$ cat config.mk
export PLATFORM = sky130hd
export DESIGN_NAME = gen_cnt_bank
export DESIGN_NICKNAME = d
export VERILOG_FILES = /design/src/rtl/gen_cnt_pkg.sv /design/src/rtl/gen_cnt_ch.sv /design/src/rtl/gen_cnt_bank.sv
export SDC_FILE = /design/constraint.sdc
export NUM_CORES = 1
export LEC_CHECK = 0
export BUFFER_PORTS_ARGS = -buffer_cell sky130_fd_sc_hd__buf_2
export CAP_MARGIN = 20
export CORE_UTILIZATION = 33
export CTS_CLUSTER_DIAMETER = 80
export DETAILED_ROUTE_END_ITERATION = 10
export HOLD_SLACK_MARGIN = 0.15
export PLACE_DENSITY = 0.51
export SYNTH_ARGS = -nofsm -noshare
export SYNTH_HDL_FRONTEND = slang
export SYNTH_HIERARCHICAL = 1
export SYNTH_SLANG_ARGS = --single-unit
$ cat constraint.sdc
create_clock -name clk -period 1.3 [get_ports clk]
set_input_delay 0.13 -clock clk [delete_from_list [all_inputs] [get_ports clk]]
set_output_delay 0.13 -clock clk [all_outputs]
set_load 0.01 [all_outputs]
$ cat src/rtl/gen_cnt_pkg.sv
// Shared types and helpers for the generic event-counter bank.
package gen_cnt_pkg;

   typedef enum logic {
      CNT_WRAP = 1'b0,
      CNT_SAT  = 1'b1
   } cnt_mode_e;

   // Channel-index width; never zero so a one-channel bank still has a port bit.
   function automatic int ch_w(input int n);
      return (n < 2) ? 1 : $clog2(n);
   endfunction

endpackage

$ cat src/rtl/gen_cnt_ch.sv
// One counter channel: live count, sticky overflow flag and snapshot shadow register.
module gen_cnt_ch
   import gen_cnt_pkg::*;
#(
   parameter int        CNT_W       = 8,
   parameter cnt_mode_e MODE        = CNT_WRAP,
   parameter bit        CLR_ON_SNAP = 1'b0
) (
   input  logic             clk,
   input  logic             rst_n,
   input  logic             i_inc,
   input  logic             i_clr,
   input  logic             i_snap,
   output logic             o_ovf,
   output logic [CNT_W-1:0] o_shadow
);

   logic [CNT_W-1:0] r_cnt;
   logic [CNT_W-1:0] r_shadow;
   logic             r_ovf;
   logic [CNT_W-1:0] w_cnt_inc;
   logic             w_at_max;

   assign w_at_max = &r_cnt;

   generate
      if (MODE == CNT_SAT) begin : g_sat
         assign w_cnt_inc = w_at_max ? r_cnt : r_cnt + 1'b1;
      end else begin : g_wrap
         assign w_cnt_inc = r_cnt + 1'b1;
      end
   endgenerate

   // Shadow captures the pre-edge count; clr outranks the snapshot restart, which outranks inc.
   always_ff @(posedge clk or negedge rst_n) begin
      if (!rst_n) begin
         r_cnt    <= '0;
         r_shadow <= '0;
         r_ovf    <= 1'b0;
      end else begin
         if (i_snap) begin
            r_shadow <= r_cnt;
         end
         if (i_clr) begin
            r_cnt <= '0;
            r_ovf <= 1'b0;
         end else if (CLR_ON_SNAP && i_snap) begin
            r_cnt <= {{(CNT_W-1){1'b0}}, i_inc};
         end else if (i_inc) begin
            r_cnt <= w_cnt_inc;
            if (w_at_max) begin
               r_ovf <= 1'b1;
            end
         end
      end
   end

   assign o_ovf    = r_ovf;
   assign o_shadow = r_shadow;

endmodule

$ cat src/rtl/gen_cnt_bank.sv
// Bank of NUM_CH event counters with a snapshot streamed out one channel per valid/ready beat.
//
//   state  | meaning
//   S_IDLE | no readout; a snap request is accepted and captures all shadows
//   S_SEND | presenting shadow[idx]; advances on each handshake, returns after the last channel
module gen_cnt_bank
   import gen_cnt_pkg::*;
#(
   parameter int        NUM_CH      = 4,
   parameter int        CNT_W       = 8,
   parameter cnt_mode_e MODE        = CNT_WRAP,
   parameter bit        CLR_ON_SNAP = 1'b0,
   localparam int       CH_W        = ch_w(NUM_CH)
) (
   input  logic              clk,
   input  logic              rst_n,
   input  logic [NUM_CH-1:0] inc,
   input  logic [NUM_CH-1:0] clr,
   input  logic              snap,
   input  logic              out_ready,
   output logic              out_valid,
   output logic [CH_W-1:0]   out_ch,
   output logic [CNT_W-1:0]  out_cnt,
   output logic [NUM_CH-1:0] ovf,
   output logic              busy
);

   typedef enum logic {
      S_IDLE = 1'b0,
      S_SEND = 1'b1
   } state_e;

   localparam logic [CH_W-1:0] LAST_IDX = CH_W'(NUM_CH - 1);

   state_e           r_state;
   logic [CH_W-1:0]  r_idx;
   logic             r_valid;
   logic             r_busy;
   logic             w_snap_acc;
   logic [CNT_W-1:0] w_shadow [NUM_CH];

   assign w_snap_acc = snap && (r_state == S_IDLE);

   generate
      for (genvar i = 0; i < NUM_CH; i++) begin : gen_ch
         gen_cnt_ch #(
            .CNT_W       (CNT_W),
            .MODE        (MODE),
            .CLR_ON_SNAP (CLR_ON_SNAP)
         ) u_ch (
            .clk      (clk),
            .rst_n    (rst_n),
            .i_inc    (inc[i]),
            .i_clr    (clr[i]),
            .i_snap   (w_snap_acc),
            .o_ovf    (ovf[i]),
            .o_shadow (w_shadow[i])
         );
      end
   endgenerate

   always_ff @(posedge clk or negedge rst_n) begin
      if (!rst_n) begin
         r_state <= S_IDLE;
         r_idx   <= '0;
         r_valid <= 1'b0;
         r_busy  <= 1'b0;
      end else begin
         case (r_state)
            S_IDLE: begin
               if (snap) begin
                  r_state <= S_SEND;
                  r_idx   <= '0;
                  r_valid <= 1'b1;
                  r_busy  <= 1'b1;
               end
            end
            S_SEND: begin
               if (out_ready) begin
                  if (r_idx == LAST_IDX) begin
                     r_state <= S_IDLE;
                     r_idx   <= '0;
                     r_valid <= 1'b0;
                     r_busy  <= 1'b0;
                  end else begin
                     r_idx <= r_idx + 1'b1;
                  end
               end
            end
            default: begin
               r_state <= S_IDLE;
               r_valid <= 1'b0;
               r_busy  <= 1'b0;
            end
         endcase
      end
   end

   assign out_valid = r_valid;
   assign busy      = r_busy;
   assign out_ch    = r_idx;
   assign out_cnt   = w_shadow[r_idx];

endmodule

-- Yosys cells after proc, flatten, opt, wreduce, memory -nomap -nowiden
Cells that the tools add are included.
- memories kept: 0
- bits in writable memories: 0
- ROM bits: 0
- logic and storage cells: 81
- register bits: 72
- latch bits: 0
- output and inout bits: 16
- shift operators: 0
- add/sub/neg operators: 5
- equality and inequality tests: 4
- bitwise gates (word level): 2
- reductions and logical operators: 19
- muxes and demuxes: 35
- $mul: 0
- magnitude comparators: 1
- div/mod/pow operators: 0
- operators by type and width (kind ; number):
    two-way mux 8 bit ; 10
    adder 8 x 1 -> 8 bit (second input constant) ; 4
    AND reduction 8 bit ; 4
    two-way mux 1 bit ; 18
    binary-select mux 8 bit (select 2 bit) ; 1
    nonzero test 2 bit ; 8
    AND reduction 2 bit ; 5
    two-way mux 2 bit ; 3
    inequality test 2 bit (second input constant) ; 2
    case mux 1 bit (2 select lines) ; 2
    case mux 2 bit (2 select lines) ; 1
    greater-or-equal comparator 3 bit (second input constant) ; 1
    NOT 2 -> 3 bit ; 1
    AND reduction 3 bit ; 1
    adder 2 x 1 -> 2 bit (second input constant) ; 1
    equality test 2 bit (second input constant) ; 1
    inequality test 2 x 1 -> 1 bit (second input constant) ; 1
    logical AND 1 bit ; 1
    NOT 1 bit ; 1

-- Longest topological paths before layout
- depth after elaboration: 4
- depth in mapped cells: 4

-- Hierarchy
Netlist, hierarchy kept.
- by module, submodules not included (module ; times used ; area each (µm²) ; seq. area each (µm²) ; cells each):
    gen_cnt_ch ; 4 ; 739.5 ; 425.4 ; 60
    gen_cnt_bank ; 1 ; 390.4 ; 100.1 ; 27

-- Worst setup path after synthesis
No wires, ideal clock.
- path type: register -> register
- start point: reg r_state
- end point: reg gen_ch[0].u_ch.r_shadow[0]
- arrival time: 1.333 ns
- stages on the path, launching flop included: 5
- clock period less this slack: 1.458 ns
- path slack: -0.158 ns
- cells stage by stage: dfrtp_1 -> clkbuf_2 -> nor2b_1 -> clkbuf_1 -> mux2_2
- longest elaborated chain between the ends: 2
- RTL lines (element ; line ; text):
    start, declared ; gen_cnt_bank.sv:35 ; state_e r_state;
    start signal, assigned ; gen_cnt_bank.sv:64 ; r_state <= S_IDLE;
    start signal, assigned ; gen_cnt_bank.sv:72 ; r_state <= S_SEND;
    start signal, assigned ; gen_cnt_bank.sv:81 ; r_state <= S_IDLE;
    NOT 1 bit ; -- ;
    logical AND 1 bit ; gen_cnt_bank.sv:42 ; assign w_snap_acc = snap && (r_state == S_IDLE);
    net w_snap_acc ; gen_cnt_bank.sv:39 ; logic w_snap_acc;
    end signal, assigned ; gen_cnt_ch.sv:42 ; r_shadow <= r_cnt;
    end, declared ; gen_cnt_ch.sv:19 ; logic [CNT_W-1:0] r_shadow;
The timed path passes the listed nets, and every way through them passes these cells.
A chain may end at the register's enable or synchronous reset.

-- Worst setup path after layout
- start point: reg r_idx[0], in the netlist out_ch[0]
- end point: out out_cnt[5]
- longest elaborated chain between the ends: 4
- RTL lines (element ; line ; text):
    start, declared ; gen_cnt_bank.sv:36 ; logic [CH_W-1:0] r_idx;
    start signal, assigned ; gen_cnt_bank.sv:86 ; r_idx <= r_idx + 1'b1;
    NOT 2 -> 3 bit (not written as such) ; gen_cnt_bank.sv:102 ; assign out_cnt = w_shadow[r_idx];
    binary-select mux 8 bit (select 2 bit) ; gen_cnt_bank.sv:102 ;
    two-way mux 8 bit (not written as such) (2 in series) ; gen_cnt_bank.sv:102 ;
    end, declared ; gen_cnt_bank.sv:23 ; output logic [CNT_W-1:0] out_cnt,
No other way between the ends. The select of a mux whose other input is x is not followed.

==> summary.md <==
The flow ran to the end, but the final reports show violations. The checks that failed: setup timing. The worst hold path was traced through 3 stages. The Yosys step of the flow raised 6 warnings. Dividing the detail-routed wire length by the instance count gives 15.8 um.

Headroom to the max-slew limit came out at 76.0%. The overall fraction of global-route tracks in use came out at 14.7%. The hold violation total from the final report is 0, and the transition time at the pin with the least slew margin is 360 ps. The share of synthesized area in the top cell type comes to 53.8%.

The repair_antennas step left the layout with diodes totalling 0. 28 I/O pins were placed. The power density of the placed cells works out to 1310 nW/um2. The launching element type of the critical path is a flip-flop. Data on the critical path arrives at its endpoint at 1520 ps. After detailed routing, the number of remaining DRC violations is 0.

The run gives 8 as the total of endpoints with negative setup slack in the final report. Setup repair after global routing could not meet its margin everywhere. The shortest period the worst path allows works out to 1650 ps.

Endpoint of the worst register-to-register path: gen_ch[3].u_ch/o_shadow[4]$_DFFE_PN0P_. The first global-routing pass estimated 11600 um of wire. The logs give 6000 uW for the total power of the final layout and 2 for the maximum buffer depth of the clock tree.

The tools report the kind of capture point of the worst setup path as a primary output. In the routed layout, each cell is associated on average with a via count of 4.85. The clock tree synthesis step divided the H-tree into 3 levels. Buffers inserted during clock tree synthesis total 9.

The share of the clock period used by the worst path after layout was 127%. In this run the critical register-to-register path is launched from r_state$_DFF_PN0_. After detailed routing, the wire length on met1 is 3770 um. The combined area of the multi-input logic cells was 1630 um2.

After routing the design area is 4570 um2. For the floorplan core area, the log shows 9820 um2. The count of final max-slew check failures was 0. After synthesis, the mean cell area works out to 12.5 um2. Summing every instance area after synthesis gives 3350 um2.

Counting every net in the synthesized netlist gives 284. The biggest area consumer among synthesized cells was sky130_fd_sc_hd__dfrtp_1. The static power due to leakage came out at 0.00203 uW. The total die area was 10600 um2; the fraction of final layout cells sized beyond drive strength 1 was 47.3%.

Summed over all nets, wire length on met2 after detailed routing comes to 3520 um. Highest clock frequency the design can meet: 0.605 GHz. In this run the most critical hold path is launched from clr[3]. The tools report the met3 wire length as 176 um. The first detailed-routing pass ran for 4 iterations.

Data on the critical path is required at its endpoint by 1170 ps. The initial utilization of the core area, before any placement, comes to 34.1%. The quantity of I/O buffers inserted on ports is 27.

The sequential cells in the finished layout cover a total of 1800 um2. Layout overhead on the synthesized area: 36.5%. Of all nets on the critical path, the largest fanout is 5. The final net count was 365; the half-perimeter wire length after detailed placement was 4840 um. The tightest min-delay check is of the input port to flip-flop type. Entering global routing, the biggest net connects 68 pins. The worst reg-to-reg setup slack came out at 20 ps. The minimum setup slack after placement came out at 6.45 ps. After synthesis, the cell types taking the most area are sky130_fd_sc_hd__dfrtp_1, sky130_fd_sc_hd__mux2_2, sky130_fd_sc_hd__mux4_2. The tools report the destination of the worst hold path as gen_ch[3].u_ch/r_cnt[7]$_DFFE_PN0P_. The count of vias placed by the detailed router is 2358, and the register clock-pin slew on the reported worst setup and hold paths is 80 ps. The number of cells on the worst reg-to-reg path is 4. The smallest setup slack after layout is -353 ps, and the highest ir drop seen on vdd is 0.000463 V.

The number of antenna violations at the first check in global routing is 0, and the die extent in x is 103 um. CTS saw 72 sinks. In this run the top signal layer used is met4. Counting flops and latches in the post-synthesis netlist gives 72. The critical path start-end classification was flip-flop to primary output. The max-capacitance violation count is 0, and the clock insertion delay at the later pin of the skew report is 340 ps. For the final wirelength, the log shows 7690 um.

TritonCTS built the clock tree. The floorplan die height was 103 um; the number of global-route vias before repair was 2258. The logs give 46.5% for the post-layout utilization of the core and 3890 um2 for the standard cell area after detailed placement. Clock skew on the completed layout was measured at 14.0 ps. The run gives 53.8% as the post-synthesis sequential area ratio.

The post-route antenna net violation count was 0. The floorplan has 36 rows. The CTS root buffer was sky130_fd_sc_hd__clkbuf_8. The first routing iteration left 100 violations. The total global routing overflow is 0, and the distinct cell type count after synthesis is 27.

Synthesis handed over a netlist of 267 instances. Fill cells in the final layout number 935. Routability-driven placement finished with a final weighted congestion of 0.744.
[synthesized netlist by cell type, drive strengths merged]
cell / number
a21bo: 1
a21oi: 17
a31oi: 1
a32o: 2
buf: 10
clkbuf: 6
dfrtp: 72
ha: 5
inv: 8
mux2: 32
mux2i: 5
mux4: 8
nand2: 12
nand3: 8
nand4: 8
nor2: 23
nor2b: 1
o2111ai: 4
o21ai: 8
o31ai: 4
or3: 12
or4: 4
xnor2: 4
xor2: 12
[report_power, final]
part           total, uW  switching [uW]  leakage [uW]  internal, uW
sequential          2580             161      0.000983          2420
clock               1910             869      0.000109          1050
combinational       1510             642      0.000934           873
[through the flow]
step / std cells / TNS [ps] / hold slack, ps
6_report: 486 / -2720 / 151
4_1_cts: 475 / -2930 / 159
3_5_place_dp: 452 / 0 / -26.3
2_1_floorplan: 267 / 0 / -166
5_1_grt: 486 / -3640 / 176
3_3_place_gp: 452 / 0 / -23.4
[state kept, by name, indices dropped and copies added, names as in the netlist]
name                  flops
r_state                   1
gen_ch.u_ch/r_cnt        32
gen_ch.u_ch/o_ovf         4
out_ch                    2
gen_ch.u_ch/o_shadow     32
busy                      1
[repair_timing]
action,CTS,global route
buffers inserted,1,8
endpoints found under the setup margin,9,49
pin swaps,1,17
endpoints found under the hold margin,91,0
cloned,0,3
gates resized for setup,4,59
hold buffers,6,0
[placed cells by master, fill, tap and decap left out, drive strengths merged, types with 2 or more instances in the layout]
cell type,synthesis,final
buf,10,78
o31ai,4,4
xnor2,4,4
mux4,8,8
a32o,2,2
nand2,12,12
a21oi,17,17
dlygate4sd3,0,6
xor2,12,12
inv,8,8
or3,12,12
mux2i,5,5
clkinv,0,2
nor2,23,23
o21ai,8,8
nand4,8,8
dfrtp,72,72
mux2,32,32
o2111ai,4,4
ha,5,5
clkbuf,6,14
nand3,8,8
or4,4,4
[worst max path at each step]
stage	startpoint	slack [ps]	to
3_3_place_gp	out_ch[0]$_DFFE_PN0P_	10	out_cnt[1]
4_1_cts	out_ch[0]$_DFFE_PN0P_	-380	out_cnt[5]
2_1_floorplan	r_state$_DFF_PN0_	20	gen_ch[0].u_ch/o_shadow[0]$_DFFE_PN0P_
6_report	out_ch[0]$_DFFE_PN0P_	-350	out_cnt[5]
5_1_grt	out_ch[0]$_DFFE_PN0P_	-430	out_cnt[2]
3_5_place_dp	out_ch[0]$_DFFE_PN0P_	6	out_cnt[5]
[per-layer routing]
layer,GRT usage (%),vias up
li1,-,1122
met1,20.7,1191
met2,21.4,35
met3,3.19,10
met4,7.14,0
met5,0,-
[area by class of cell]
type / instances / area share, %
inverters: 8 / 0.657
flip-flops and latches: 72 / 39.5
clock buffers: 12 / 3.61
well taps: 133 / 3.64
multi-input cells: 171 / 35.6
clock inverters: 4 / 1.12
repair buffers: 86 / 15.9
[worst max-delay path, cell delays in order, from the launching register on]
cell and delay, ps:
sky130_fd_sc_hd__dfrtp_1 380, sky130_fd_sc_hd__buf_6 140, sky130_fd_sc_hd__mux4_2 510, sky130_fd_sc_hd__buf_6 140
[kinds of logic (layout without fill, tap and decap cells)]
family	count (synthesis)	after routing	share of synthesized area, %
AOI/OAI and AO/OA	37	37	8.86
muxes	45	45	17.6
adders and majority gates	5	5	1.87
buffers and inverters	24	110	3.70
DFF	72	72	53.8
and+or+nand+nor	68	68	9.94
xor gates and xnor gates	16	16	4.19
No activity file was read; power rests on OpenSTA's default activity.
